**src/rtl/retimer_filter_variable_width.sv**
```systemverilog
// -----------------------------------------------------------------------------
// retimer_filter_variable_width
//
// Purpose:
//   Brings Width independent asynchronous level inputs into the clk domain
//   through a per-bit flop chain of depth Stages. Each bit is then debounced:
//   the filtered output only follows the synchronized value once it has
//   differed from the filtered value for Filter_Count consecutive cycles.
//   Optional edge detection reports 0->1 / 1->0 transitions of the filtered
//   value as one-cycle registered pulses plus a summary flag.
//
// Parameters:
//   Width        (1..64)     number of independent channels
//   Stages       (2..4)      synchronizer depth per channel
//   Filter_Count (1..65535)  consecutive differing cycles needed to update
//
// Ports:
//   clk           in   1      sole clock, rising edge
//   reset_n       in   1      asynchronous assert, active-low reset
//   Async_In      in   Width  asynchronous level inputs
//   Sync_Out      out  Width  last synchronizer stage
//   Filtered_Out  out  Width  debounced copy of Sync_Out
//   Rise_Pulse    out  Width  one-cycle pulse on Filtered_Out 0->1
//   Fall_Pulse    out  Width  one-cycle pulse on Filtered_Out 1->0
//   Any_Change    out  1      registered OR of all pulse bits
//
// Configuration macro:
//   RETIMER_EDGE_DETECT_EN  defined   -> pulse/any-change flops implemented
//                           undefined -> pulse outputs tied to 0, no flops
// -----------------------------------------------------------------------------
module retimer_filter_variable_width #(
  parameter int Width        = 8,
  parameter int Stages       = 2,
  parameter int Filter_Count = 4
) (
  input  logic             clk,
  input  logic             reset_n,
  input  logic [Width-1:0] Async_In,
  output logic [Width-1:0] Sync_Out,
  output logic [Width-1:0] Filtered_Out,
  output logic [Width-1:0] Rise_Pulse,
  output logic [Width-1:0] Fall_Pulse,
  output logic             Any_Change
);

  // One extra bit beyond clog2 keeps Filter_Count=1 at a legal 1-bit width.
  localparam int               CNT_W    = $clog2(Filter_Count) + 1;
  localparam logic [CNT_W-1:0] CNT_LAST = CNT_W'(Filter_Count - 1);
  localparam logic [CNT_W-1:0] CNT_ONE  = CNT_W'(1);

  logic [Width-1:0] sync_q [Stages];
  logic [CNT_W-1:0] cnt_q  [Width];
  logic [CNT_W-1:0] cnt_d  [Width];
  logic [Width-1:0] filt_q;
  logic [Width-1:0] filt_d;
  logic [Width-1:0] sync_s;

  assign sync_s       = sync_q[Stages-1];
  assign Sync_Out     = sync_s;
  assign Filtered_Out = filt_q;

  // Synchronizer chain: pure flop-to-flop, no logic between stages.
  always_ff @(posedge clk or negedge reset_n) begin
    if (!reset_n) begin
      for (int s = 0; s < Stages; s++) begin
        sync_q[s] <= '0;
      end
    end else begin
      sync_q[0] <= Async_In;
      for (int s = 1; s < Stages; s++) begin
        sync_q[s] <= sync_q[s-1];
      end
    end
  end

  // Per-bit stability filter: count cycles of disagreement, load on the last one.
  always_comb begin
    filt_d = filt_q;
    for (int i = 0; i < Width; i++) begin
      cnt_d[i] = cnt_q[i];
      if (sync_s[i] == filt_q[i]) begin
        // Agreement (including the end of a short excursion) discards progress.
        cnt_d[i] = '0;
      end else if (cnt_q[i] == CNT_LAST) begin
        filt_d[i] = sync_s[i];
        cnt_d[i]  = '0;
      end else begin
        // Cannot pass CNT_LAST, so the counter never wraps.
        cnt_d[i] = cnt_q[i] + CNT_ONE;
      end
    end
  end

  // Filter state registers: counters and debounced outputs.
  always_ff @(posedge clk or negedge reset_n) begin
    if (!reset_n) begin
      filt_q <= '0;
      for (int i = 0; i < Width; i++) begin
        cnt_q[i] <= '0;
      end
    end else begin
      filt_q <= filt_d;
      for (int i = 0; i < Width; i++) begin
        cnt_q[i] <= cnt_d[i];
      end
    end
  end

`ifdef RETIMER_EDGE_DETECT_EN
  logic [Width-1:0] rise_d;
  logic [Width-1:0] fall_d;
  logic             any_d;
  logic [Width-1:0] rise_q;
  logic [Width-1:0] fall_q;
  logic             any_q;

  // Edge decode from the filter's next state so pulses line up with Filtered_Out.
  always_comb begin
    rise_d = filt_d & ~filt_q;
    fall_d = ~filt_d & filt_q;
    any_d  = |(rise_d | fall_d);
  end

  // Pulse registers; reset keeps them low so reset never emits a pulse.
  always_ff @(posedge clk or negedge reset_n) begin
    if (!reset_n) begin
      rise_q <= '0;
      fall_q <= '0;
      any_q  <= 1'b0;
    end else begin
      rise_q <= rise_d;
      fall_q <= fall_d;
      any_q  <= any_d;
    end
  end

  assign Rise_Pulse = rise_q;
  assign Fall_Pulse = fall_q;
  assign Any_Change = any_q;
`else
  assign Rise_Pulse = {Width{1'b0}};
  assign Fall_Pulse = {Width{1'b0}};
  assign Any_Change = 1'b0;
`endif

endmodule

```
**config.mk**
```make
export PLATFORM = sky130hd
export DESIGN_NAME = retimer_filter_variable_width
export DESIGN_NICKNAME = d
export VERILOG_FILES = /design/src/rtl/retimer_filter_variable_width.sv
export SDC_FILE = /design/constraint.sdc
export NUM_CORES = 1
export LEC_CHECK = 0
export ABC_AREA = 1
export CAP_MARGIN = 10
export CORE_ASPECT_RATIO = 0.7
export CORE_MARGIN = 2
export CORE_UTILIZATION = 54
export CTS_CLUSTER_DIAMETER = 60
export DETAILED_ROUTE_END_ITERATION = 8
export PLACE_DENSITY = 0.86
export SYNTH_ARGS = -nofsm -noshare
export SYNTH_HDL_FRONTEND = slang
export SYNTH_SLANG_ARGS = --single-unit
```
**constraint.sdc**
```tcl
create_clock -name clk -period 2.2 [get_ports clk]
set_input_delay 0.33 -clock clk [delete_from_list [all_inputs] [get_ports clk]]
set_output_delay 0.33 -clock clk [all_outputs]
set_load 0.02 [all_outputs]
```
# Word-level counts from Yosys, hierarchy flattened
# Cells that the tools add are included.
# Widths: inputs -> output; s select.
# word_totals
in_bits,10
out_inout_bits,33
regBits,48
wordCells,74
# classes
eq_ne,16
addsub,8
bitwise,8
n_reduce_logical,8
mux,16
# ops
cell,n
$mux 3,16
$add 3x1->3 const B,8
$eq 3x2->1 const B,8
$reduce_and 2->1,8
$eq 1x1->1,8
$not 1->1,8

# Longest topological paths before layout
# logic_depth
depth_word,3
depth_mapped,4
mapped_depth_nobuf,4

# Least setup slack after synthesis
# OpenSTA, ideal clock, no wires.
# synth_path
kind,register -> output
startpoint,"reg sync_q, in the netlist Sync_Out[0]"
endpoint,out Sync_Out[0]
arrival_ns,0.534
stages_incl_launch_ff,2
t_required_ns,1.870
path_slack_ns,1.336
path_buffers,1
cell_sequence,dfrtp_1 > buf_4
# synth_lines
item,line,text
"start, declared",51,logic [Width-1:0] sync_q [Stages];
"start signal, assigned by index",71,sync_q[s] <= sync_q[s-1];
"end, declared",39,"output logic [Width-1:0] Sync_Out,"
# No word-level cell between the ends.

# Worst setup path after layout
# layout_path
startpoint,"reg sync_q, in the netlist Sync_Out[1]"
endpoint,out Sync_Out[1]
# No word-level cell between the ends.

==> flow_summary.json <==
{
  "cts_tree": "yes",
  "grt_pass1_wl_um": 5580,
  "numCtsBuffers": 5,
  "yosys_warnings": 0,
  "io_buffers": 25,
  "ir_drop_mv": 0.908,
  "syn_avg_cell_area_sq_um": 9.26,
  "clk_latency_ps": 290,
  "antenna_left": 0,
  "syn-cell-area_sq_um": 2090,
  "power_density_nw_per_um2": 1130,
  "first_pass_iters": 4,
  "die_h_um": 56.1,
  "post_cts_buffers": 0,
  "grt_usage": 0.163,
  "num_rows": 18,
  "path_delay_family": "buffers and inverters",
  "pre_cts_ws_ps": 856,
  "final.period_utilization": 0.755,
  "status": "finished clean",
  "critPathMaxFanout": 4,
  "final_hold_viol_count": 0,
  "power_mw": 2.75,
  "maxSlewViolCount": 0,
  "synthesis.instances": 226,
  "finalSetupViolations": 0,
  "grt_overflow_total": 0,
  "cts.sinks": 48,
  "post_cts_resized": 0,
  "grt_pass1_vias": 1310,
  "avgViaCountPerCell": 4.25,
  "route.detailed.drc": 0,
  "cp-start-kind": "register",
  "maxCapViolations": 0,
  "vias": 1287,
  "synth-seq-cells": 48,
  "fin_ws_ps": 540,
  "wl_um": 3120,
  "skew_ps": 4.49,
  "max_freq_mhz": 602,
  "cts.clk_slew.worst_paths_ps": 80,
  "htree_levels": 2,
  "grt_antenna_before_repair": 0,
  "cpMaxStageDelayCell": "clkdlybuf4s50_1",
  "crit_required_ps": 1870,
  "cts_buffer_depth": 2,
  "synth_cell_type_count": 9,
  "die_w_um": 78.4,
  "cp_num_buf_inv": 1,
  "max_stage_delay_ps": 630,
  "drtIter0Drc": 72,
  "path_cells": "clkdlybuf4s50_1",
  "cts_root_buf": "clkbuf_8",
  "crit_path_end_kind": "output port",
  "post_drt_wl_per_cell_um": 10.3,
  "rsz0062_at_grt": "no",
  "dieArea_sq_um": 4400,
  "drive_above_1_share": 0.123,
  "yosysSeqAreaShare": 0.574,
  "gp_congestion": 0.763,
  "nets": 270,
  "period_needed_ps": 1660,
  "ios": 43,
  "p_leak_nw": 1.27,
  "antenna_cells": 0,
  "worstSetupPathType": "register to output port",
  "min_path_type": "register to register",
  "holdWs_ps": 349,
  "grt_max_degree": 23,
  "tns_ps": 0,
  "dp_hpwl_um": 2250,
  "worstPathArrival_ps": 1330,
  "core_sq_um": 3630,
  "area_delta_synth_final_pct": 15.8,
  "start_util": 0.577
}
[worst register-to-register path: stages, from the launching register on]
cell and delay [ps]:
dfrtp_1 400, ha_1 230, nand2_1 100, nand2_1 50, nor2_1 120
[repair_timing]
action                                  CTS  global route
hold buffers                              1             0
hold endpoints to repair                  3             0
endpoints found under the setup margin    0             0
[routing by layer]
| layer | track usage | wire length, um |
|---|---|---|
| met4 | 0.0451 | 13 |
| met5 | 0 | 0 |
| met1 | 0.223 | 1490 |
| met2 | 0.250 | 1420 |
| met3 | 0.0568 | 193 |
[metrics by stage]
stage                     instance area, sq um  utilization  cells
after floorplan                           2150            -    242
after global placement                    2290        0.631    294
after detailed placement                  2290        0.631    294
after CTS                                 2420        0.669    303
after global routing                      2420        0.669    303
final                                     2420        0.669    303
[area by class of cell]
| type | instances | area [sq um] |
|---|---|---|
| sequential | 48 | 1200 |
| fill | 297 | 1200 |
| multi-input combinational | 125 | 599 |
| timing repair buffer | 28 | 270 |
| inverter | 44 | 165 |
| clock buffer | 7 | 96.3 |
| tap | 50 | 62.6 |
| clock inverter | 1 | 30.0 |
[synthesized netlist by cell type]
master | n | share of area
nor2_1 | 24 | 0.043
nand2_2 | 20 | 0.060
nand2_1 | 48 | 0.086
dfrtp_1 | 48 | 0.57
conb_1 | 1 | 0.0018
nand3_1 | 8 | 0.019
inv_1 | 44 | 0.079
ha_1 | 8 | 0.048
buf_4 | 25 | 0.090
[final timing paths]
kind	slack (ps)	end	cells past startpoint	from
min reg2reg	350	Sync_Out[2]$_DFF_PN0_	0	sync_q[10]$_DFF_PN0_
min	350	Sync_Out[2]$_DFF_PN0_	0	sync_q[10]$_DFF_PN0_
max reg2reg	1220	cnt_q[3]$_DFF_PN0_	4	cnt_q[3]$_DFF_PN0_
max in group asynchronous	1110	cnt_q[15]$_DFF_PN0_	3	reset_n
min in group asynchronous	520	cnt_q[8]$_DFF_PN0_	2	reset_n
max	540	Sync_Out[1]	1	Sync_Out[1]$_DFF_PN0_
[state kept, by name (all words and copies together) (netlist names)]
register / cells
sync_q: 8
Sync_Out: 8
cnt_q: 24
Filtered_Out: 8
[report_power, final]
| part | switching [mW] | total (mW) | internal (mW) |
|---|---|---|---|
| registers | 0.128 | 1.21 | 1.08 |
| clock network | 0.279 | 0.680 | 0.401 |
| logic | 0.495 | 0.856 | 0.360 |
| total | 0.902 | 2.75 | 1.85 |
[placed cells by master (no fill, tap or decap), types with 7 or more instances in the layout]
| cell | instances |
|---|---|
| inv_1 | 44 |
| nand2_1 | 48 |
| nand2_2 | 20 |
| dfrtp_1 | 48 |
| clkbuf_8 | 7 |
| nand3_1 | 8 |
| conb_1 | 17 |
| ha_1 | 8 |
| clkdlybuf4s50_1 | 24 |
| nor2_1 | 24 |
[cell families after synthesis]
group,Yosys count,share of synthesized area
flops,48,0.574
fa+ha+maj,8,0.0478
buf+inv,69,0.169
other cells,1,0.00179
simple gates,100,0.208
(Power assumes the default switching activity.)
